===== config.mk =====
export PLATFORM = sky130hd
export DESIGN_NAME = cae_mc_ldsum
export DESIGN_NICKNAME = d
export VERILOG_FILES = /design/src/rtl/cae_mc_ldsum.sv
export SDC_FILE = /design/constraint.sdc
export NUM_CORES = 1
export LEC_CHECK = 0
export CORE_ASPECT_RATIO = 1.75
export CORE_UTILIZATION = 55
export DETAILED_ROUTE_END_ITERATION = 7
export GPL_ROUTABILITY_DRIVEN = 0
export HOLD_SLACK_MARGIN = 0.12
export PLACE_DENSITY = 0.81
export SKIP_LAST_GASP = 1
export SYNTH_ARGS = -nofsm -noshare
export SYNTH_HDL_FRONTEND = slang
export SYNTH_SLANG_ARGS = --single-unit
export TNS_END_PERCENT = 1

===== constraint.sdc =====
create_clock -name clk -period 8.8 [get_ports clk]
set_input_delay 1.76 -clock clk [delete_from_list [all_inputs] [get_ports clk]]
set_output_delay 1.76 -clock clk [all_outputs]
set_load 0.02 [all_outputs]

===== src/rtl/cae_mc_ldsum.sv =====
// cae_mc_ldsum: streaming 8-byte load-and-sum engine for one memory-controller port.
// Issues i_count sequential loads from i_base, sums the returned data mod 2^64 and
// pulses o_done with the final sum. Define CAE_LDSUM_PERF_EN to add the o_cycles
// busy-cycle counter port.

module cae_mc_ldsum #(
  parameter int unsigned MAX_OUT = 16
) (
  input  logic        clk,
  input  logic        i_reset,
  input  logic        i_start,
  input  logic [47:0] i_base,
  input  logic [31:0] i_count,
  output logic        o_busy,
  output logic        o_done,
  output logic [63:0] o_sum,
  output logic        o_err,
  output logic        mc_req_ld,
  output logic        mc_req_st,
  output logic [1:0]  mc_req_size,
  output logic [47:0] mc_req_vadr,
  output logic [63:0] mc_req_wrd_rdctl,
  output logic        mc_req_flush,
  output logic        mc_rsp_stall,
  input  logic        mc_rd_rq_stall,
  input  logic        mc_rsp_push,
  input  logic [63:0] mc_rsp_data,
  input  logic [31:0] mc_rsp_rdctl
`ifdef CAE_LDSUM_PERF_EN
  ,
  output logic [31:0] o_cycles
`endif
);

  typedef enum logic [1:0] {StIdle, StIssue, StDrain, StDone} state_e;

  state_e      r_state;
  logic [47:0] r_base;
  logic [31:0] r_count;
  logic [31:0] r_issued;
  logic [31:0] r_received;
  logic [63:0] r_sum;
  logic        r_err;
  logic        r_busy;
  logic        r_done;
  logic        r_req_ld;
  logic [47:0] r_req_vadr;
  logic [31:0] r_req_idx;

  logic        w_active;
  logic        w_rsp;
  logic        w_issue;
  logic [31:0] w_outstanding;
  logic [31:0] w_issued_nx;
  logic [31:0] w_received_nx;
  logic [47:0] w_base_aligned;

  // Issue/response qualifiers; credit uses registered counters only, so a
  // response in the same cycle does not free a slot until the next cycle.
  always_comb begin
    w_active       = (r_state == StIssue) || (r_state == StDrain);
    w_rsp          = w_active && mc_rsp_push;
    w_outstanding  = r_issued - r_received;
    w_issue        = (r_state == StIssue) && (r_issued < r_count) &&
                     (w_outstanding < MAX_OUT) && !mc_rd_rq_stall;
    w_issued_nx    = r_issued + {31'd0, w_issue};
    w_received_nx  = r_received + {31'd0, w_rsp};
    w_base_aligned = i_base & ~48'h7;
  end

  // Control FSM, counters, accumulator and registered MC request outputs.
  always_ff @(posedge clk) begin
    if (i_reset) begin
      r_state    <= StIdle;
      r_base     <= '0;
      r_count    <= '0;
      r_issued   <= '0;
      r_received <= '0;
      r_sum      <= '0;
      r_err      <= 1'b0;
      r_busy     <= 1'b0;
      r_done     <= 1'b0;
      r_req_ld   <= 1'b0;
      r_req_vadr <= '0;
      r_req_idx  <= '0;
    end else begin
      r_req_ld   <= 1'b0;
      r_done     <= 1'b0;
      r_received <= w_received_nx;

      if (w_rsp) begin
        r_sum <= r_sum + mc_rsp_data;
        if (mc_rsp_rdctl >= r_count) begin
          r_err <= 1'b1;
        end
      end

      // A start that arrives while a run is in progress is dropped but flagged.
      if (i_start && (r_state != StIdle)) begin
        r_err <= 1'b1;
      end

      if (w_issue) begin
        r_req_ld   <= 1'b1;
        r_req_vadr <= r_base + {13'd0, r_issued, 3'b000};
        r_req_idx  <= r_issued;
        r_issued   <= w_issued_nx;
      end

      case (r_state)
        StIdle: begin
          if (i_start) begin
            r_base     <= w_base_aligned;
            r_count    <= i_count;
            r_issued   <= '0;
            r_received <= '0;
            r_sum      <= '0;
            r_err      <= 1'b0;
            r_busy     <= 1'b1;
            r_state    <= (i_count == 32'd0) ? StDone : StIssue;
          end
        end
        StIssue: begin
          if (w_issued_nx == r_count) begin
            r_state <= StDrain;
          end
        end
        StDrain: begin
          // Look at the next-cycle count so o_done lands two cycles after the last push.
          if (w_received_nx == r_count) begin
            r_state <= StDone;
          end
        end
        StDone: begin
          r_done  <= 1'b1;
          r_busy  <= 1'b0;
          r_state <= StIdle;
        end
        default: r_state <= StIdle;
      endcase
    end
  end

`ifdef CAE_LDSUM_PERF_EN
  logic [31:0] r_cycles;

  // Saturating count of busy cycles, cleared by an accepted start.
  always_ff @(posedge clk) begin
    if (i_reset) begin
      r_cycles <= '0;
    end else if ((r_state == StIdle) && i_start) begin
      r_cycles <= '0;
    end else if (r_busy && (r_cycles != 32'hFFFF_FFFF)) begin
      r_cycles <= r_cycles + 32'd1;
    end
  end

  assign o_cycles = r_cycles;
`endif

  assign o_busy           = r_busy;
  assign o_done           = r_done;
  assign o_sum            = r_sum;
  assign o_err            = r_err;
  assign mc_req_ld        = r_req_ld;
  assign mc_req_st        = 1'b0;
  assign mc_req_size      = 2'd3;
  assign mc_req_vadr      = r_req_vadr;
  assign mc_req_wrd_rdctl = {32'd0, r_req_idx};
  assign mc_req_flush     = 1'b0;
  assign mc_rsp_stall     = 1'b0;

endmodule


==> impl_metrics.ini, run 1 <==
[run_status]
outcome = complete, no violations

[placement]
dpl.hpwl_mm = 54.4
io_buffers = 322
place_inst = 3566

[grt]
grt_max_degree = 98
grt_usage = 0.362
antenna_found_initial = 3
grt_pass1_vias = 22397
overflow = 0
grt_pass1_wl_mm = 113

[clock_network]
cts.sinks = 288
cts_tree = built
postCtsHoldBufs = 0
post_cts.repair.setup_buffers = 0
h-tree-depth = 1
clk_latency_ns = 0.58
numCtsBuffers = 29
clk_pin_slew_ns = 0.07
root_buffer = clkbuf_16
clockBufferDepth = 3

[routing]
vias = 22754
wirelength_mm = 73.5
drc_errors = 0
drt_iter0_drc = 1664
antenna_left = 0
via_per_inst = 6.29
wl_per_cell_um = 20.3
drt_first_pass_iters = 6

[final_layout]
layout_commonest_cell = nand2_1
drive_gt1_frac = 0.0491
nets = 3496
syn_to_final_growth_pct = 22.2
most-common-layout-cells = 534 x nand2_1, 349 x a21oi_1, 321 x clkdlybuf4s50_1, 288 x dfxtp_1, 196 x ha_1
fill_cells = 3124
stdcell_count = 3620
utilization = 0.686

[logic_synthesis]
yosys_warnings = 0
synth_compound_area_frac = 0.224
ys_ff_latch = 288
synthDistinctLibCells = 76
synth_edf_count = 0
ys_async_sr_fraction = 0
yosys.area_share.simple = 0.239
yosys.area_share.xor_xnor = 0.0852
yosys-mux-area-fraction = 0.00618
syn_avg_cell_area_sq_um = 7.49
yosysSeqAreaShare = 0.271
syn-cell-area_sq_mm = 0.0213
synth_top_family_by_area = simple AND/OR/NAND/NOR gates
postSynthCellCount = 2838
synth_flop_cell = dfxtp_1
synth_fa_ha_area_frac = 0.117

[die]
pin_count = 366
row_count = 94
die_w_um = 151
die_y_um = 262
dieArea_sq_mm = 0.0395
core_sq_mm = 0.0379
start_util = 0.561

[timing]
rsz0062_at_grt = no
hold_viol = 0
layout_min_cycle_time_ns = 8.41
drv_slew = 0
slew_headroom = 0.0768
setup_violations = 0
max_freq_mhz = 119
fin_skew_ns = 0.0166
finalCritPeriodShare = 0.955
whs_ns = 0.453
tightestPinTransition_ns = 1.37

[min_path]
hold_path_class = reg -> reg

[setup_path]
cp.required_ns = 9.22
endpoint_kind = flip-flop
slowest_stage = or4_1
worst_path_most_repeated_cell = or3_1
worstPathMaxFanout = 3
start_kind = primary input
crit_type = in -> reg
cp_num_buf_inv = 2
crit_family = simple AND/OR/NAND/NOR gates
slowest_delay_ns = 0.57
cp_data_arrival_time_ns = 8.82

[power]
p_per_area_mw_per_mm2 = 185
leakagePower_nw = 10.5
peakVddDrop_uv = 145

[job]
max_cap_violations = 0
worst reg2reg max path: stages (launching register included):
cell       delay (ns)
dfxtp_1          0.64
ha_1             0.35
a21oi_1          0.20
o21ai_1          0.23
a211oi_1         0.55
o21ai_0          0.29
xor2_1           0.24
a2111oi_0        0.44
nand3b_1         0.20
nor4_2           0.29
nand2_1          0.07
or3_1            0.40
nor3b_2          0.21
buf_4            0.16
ha_1             0.19
ha_1             0.26
xor2_1           0.16
a2111oi_2        0.30
nand4_1          0.13
or4_1            0.57
or3_1            0.38
a2111oi_1        0.30
or4b_1           0.51
o41ai_2          0.27
nand2_1          0.14
a221oi_1         0.24
a211oi_1         0.08
through the flow:
step | worst slack, ns | TNS (ns) | power (mW) | instance area [sq um]
2_1_floorplan | 0.702 | 0 | 2.76 | 21400
3_3_place_gp | -0.558 | -1.04 | 3.31 | 24900
3_5_place_dp | -0.542 | -0.999 | 3.36 | 24900
4_1_cts | 0.0741 | 0 | 4.76 | 25900
5_1_grt | 0.0345 | 0 | 5.03 | 26000
6_report | 0.393 | 0 | 4.81 | 26000
sequential cells by signal, summed over array words and instances, names as in the netlist, named ones only:
name,count
r_state,2
mc_req_ld,1
r_count,32
r_received,32
o_sum,64
mc_req_vadr,45
o_busy,1
r_issued,32
r_req_idx,32
o_done,1
r_base,45
routing by layer:
metal / up-vias / global-route usage / wire, um
met5: - / 0 / 23
met3: 364 / 0.0720 / 5760
met1: 10682 / 0.360 / 24800
li1: 10576 / - / -
met4: 4 / 0.278 / 6000
met2: 1128 / 0.655 / 37000
timing repair:
action | in CTS | in global routing
pin swaps | 0 | 1
setup endpoints to repair | 1 | 2
resized for setup | 1 | 8
cells by family (layout without fill, tap and decap cells):
kind of cell,after synthesis,count (layout)
other,2,41
adders and majority gates,198,198
AOI/OAI and AO/OA,768,768
muxes,13,13
and+or+nand+nor,1088,1088
xor gates and xnor gates,206,206
DFF,288,288
buffers and inverters,275,538
synthesized netlist by cell type, drive strengths merged, types with 7 or more instances:
| library cell | n | area [sq um] |
|---|---|---|
| nand2 | 537 | 2020 |
| a21oi | 349 | 1750 |
| dfxtp | 288 | 5770 |
| ha | 196 | 2450 |
| nor2 | 158 | 593 |
| xnor2 | 141 | 1230 |
| clkbuf | 111 | 417 |
| o21ai | 110 | 551 |
| inv | 102 | 383 |
| xor2 | 65 | 577 |
| buf | 62 | 409 |
| nand3 | 59 | 295 |
| nor3 | 59 | 295 |
| nand4 | 55 | 344 |
| a21o | 52 | 390 |
| a211oi | 37 | 278 |
| o211ai | 33 | 248 |
| or4 | 33 | 248 |
| nor2b | 30 | 188 |
| and3 | 26 | 163 |
| nor4 | 26 | 178 |
| o21a | 25 | 188 |
| a31oi | 21 | 131 |
| nand2b | 20 | 125 |
| o21bai | 20 | 150 |
| or3 | 20 | 125 |
| a22o | 17 | 149 |
| and2 | 16 | 100 |
| o31ai | 16 | 120 |
| a2111oi | 13 | 133 |
| mux2i | 12 | 120 |
| nor3b | 12 | 90.1 |
| and4 | 10 | 87.6 |
| a221oi | 9 | 78.8 |
| or2 | 8 | 50.1 |
| a211o | 7 | 61.3 |
| o2111ai | 7 | 61.3 |
path summary, 6_finish.rpt:
check | cells after the start | to | slack [ns] | start
worst min-delay path | 2 | r_req_idx[22] | 0.45 | r_req_idx[22]
worst max register to register | 26 | r_state[1] | 0.86 | r_issued[2]
worst min register to register | 2 | r_req_idx[22] | 0.45 | r_req_idx[22]
worst max-delay path | 26 | r_state[1] | 0.39 | mc_rd_rq_stall
where the power goes:
part / total (mW) / internal [mW] / switching [mW]
registers: 1.55 / 1.43 / 0.125
clock network: 1.40 / 0.822 / 0.577
logic: 1.86 / 0.703 / 1.16
total: 4.81 / 2.95 / 1.86
area by class of cell:
cell class / instances / area, sq um / area share
Clock buffer: 34 / 795 / 0.0306
Antenna cell: 1 / 2.50 / 0.0000964
Inverter: 102 / 383 / 0.0147
Multi-Input combinational cell: 2313 / 14500 / 0.558
Timing Repair Buffer: 383 / 3680 / 0.142
Clock inverter: 19 / 264 / 0.0102
Sequential cell: 288 / 5770 / 0.222
Tap cell: 480 / 601 / 0.0231
No activity file was read; power rests on OpenSTA's default activity.
==> run 2: changes to the inputs <==
--- a/config.mk
+++ b/config.mk
@@ -6,11 +6,11 @@
 export NUM_CORES = 1
 export LEC_CHECK = 0
 export CORE_ASPECT_RATIO = 1.75
-export CORE_UTILIZATION = 55
+export CORE_UTILIZATION = 35
 export DETAILED_ROUTE_END_ITERATION = 7
 export GPL_ROUTABILITY_DRIVEN = 0
 export HOLD_SLACK_MARGIN = 0.12
-export PLACE_DENSITY = 0.81
+export PLACE_DENSITY = 0.55
 export SKIP_LAST_GASP = 1
 export SYNTH_ARGS = -nofsm -noshare
 export SYNTH_HDL_FRONTEND = slang
==> impl_metrics.ini, run 2 (synthesis gave the netlist of run 1 again) <==
[run_status]
outcome = complete, no violations

[power]
leakagePower_nw = 10.6
p_per_area_mw_per_mm2 = 184
peakVddDrop_uv = 152
p_total_mw = 4.86

[final_layout]
largest_reg_flops = 64
nets = 3513
most-common-layout-cells = 533 x nand2_1, 349 x a21oi_1, 321 x clkdlybuf4s50_1, 288 x dfxtp_1, 196 x ha_1
syn_to_final_growth_pct = 24.6
layout_commonest_cell = nand2_1
stdcell_count = 3944
antennaDiodeCount = 0
drive_gt1_frac = 0.0545

[die]
die_y_um = 328
start_util = 0.353
row_count = 119
core_sq_mm = 0.0602
die_w_um = 188
dieArea_sq_mm = 0.0618
pin_count = 366

[clock_network]
root_buffer = clkbuf_16
postCtsHoldBufs = 0
clk_latency_ns = 0.62
numCtsBuffers = 31
clk_pin_slew_ns = 0.07
clockBufferDepth = 3
cts.sinks = 288
h-tree-depth = 1
cts_tree = built

[timing]
rsz0062_at_grt = no
fin_skew_ns = 0.0176
hold_viol = 0
max_freq_mhz = 119
finalCritPeriodShare = 0.955
fin_setup_tns_ns = 0
setup_violations = 0
layout_min_cycle_time_ns = 8.40
tightestPinTransition_ns = 1.27
whs_ns = 0.454
slew_headroom = 0.146
drv_slew = 0

[routing]
antenna_left = 0
drt_iter0_drc = 1004
wirelength_mm = 81.0
drt_first_pass_iters = 6
vias = 21798
drc_errors = 0
via_per_inst = 5.53
wl_per_cell_um = 20.5

[grt]
grt_pass1_wl_mm = 123
grt_usage = 0.255
overflow = 0
antenna_found_initial = 4
grt_pass1_vias = 21667
grt_max_degree = 73

[setup_path]
crit_type = in -> reg
start_kind = primary input
cp.required_ns = 9.25
endpoint_kind = flip-flop
cp_data_arrival_time_ns = 8.85
worstPathMaxFanout = 3

[placement]
place_inst = 3886
io_buffers = 322
dpl.hpwl_mm = 62.6

[min_path]
hold_path_class = reg -> reg

[job]
max_cap_violations = 0
==> run 2: critical path, cell delays in order <==
cell and delay (ns):
clkdlybuf4s50_1 0.40, nor3b_1 0.18, buf_4 0.16, o211ai_1 0.10, a2111oi_2 0.33, nand4_1 0.15
or4_1 0.54, a2111o_1 0.28, or3_1 0.38, nor4_2 0.27, nand2_1 0.07, or3_1 0.39
nor3b_2 0.20, buf_4 0.16, ha_1 0.17, buf_4 0.12, nand3_1 0.10, xnor2_1 0.18
a2111oi_2 0.31, nand4_1 0.15, or4_4 0.58, or3_1 0.38, a2111oi_2 0.29, or4b_4 0.53
o41ai_4 0.25, nand2_2 0.12, a221oi_2 0.20, a211oi_1 0.08
==> run 2: per-stage QoR <==
step	instance area [sq um]	setup slack (ns)	util
after floorplan	21400	0.702	-
after global placement	25400	-0.681	0.422
after detailed placement	25400	-0.817	0.422
after CTS	26400	0.0322	0.439
after global routing	26500	0.0206	0.440
final	26500	0.400	0.440
==> run 2: report_power, final <==
| part | total [mW] | switching [mW] | internal (mW) |
|---|---|---|---|
| registers | 1.55 | 0.122 | 1.43 |
| clock network | 1.41 | 0.611 | 0.802 |
| logic | 1.90 | 1.18 | 0.718 |
==> run 2: worst paths after layout <==
path                                      from           end  slack (ns)  cells past startpoint
worst min-delay path              r_req_idx[7]  r_req_idx[7]        0.45                      2
worst min register to register    r_req_idx[7]  r_req_idx[7]        0.45                      2
worst max-delay path            mc_rd_rq_stall    r_state[1]        0.40                     28
worst max register to register    r_issued[23]    r_state[1]        0.84                     27
==> run 2: routing by layer <==
metal	track usage	share of wire	vias up
li1	-	-	10605
met1	0.259	0.37	10194
met2	0.477	0.51	765
met3	0.0451	0.060	228
met4	0.159	0.066	6
met5	0	0.00049	-
==> run 2: timing repair <==
action	4_1_cts	5_1_grt
buffers inserted	0	1
pin swaps	0	3
gates resized for setup	4	10
endpoints found under the setup margin	2	2
==> run 2: final cells by class <==
cell class	instances	area, sq um
fillers	6108	33700
multi-input cells	2313	14500
flip-flops and latches	288	5770
repair buffers	398	3790
well taps	786	983
clock buffers	38	812
inverters	102	383
clock inverters	19	233
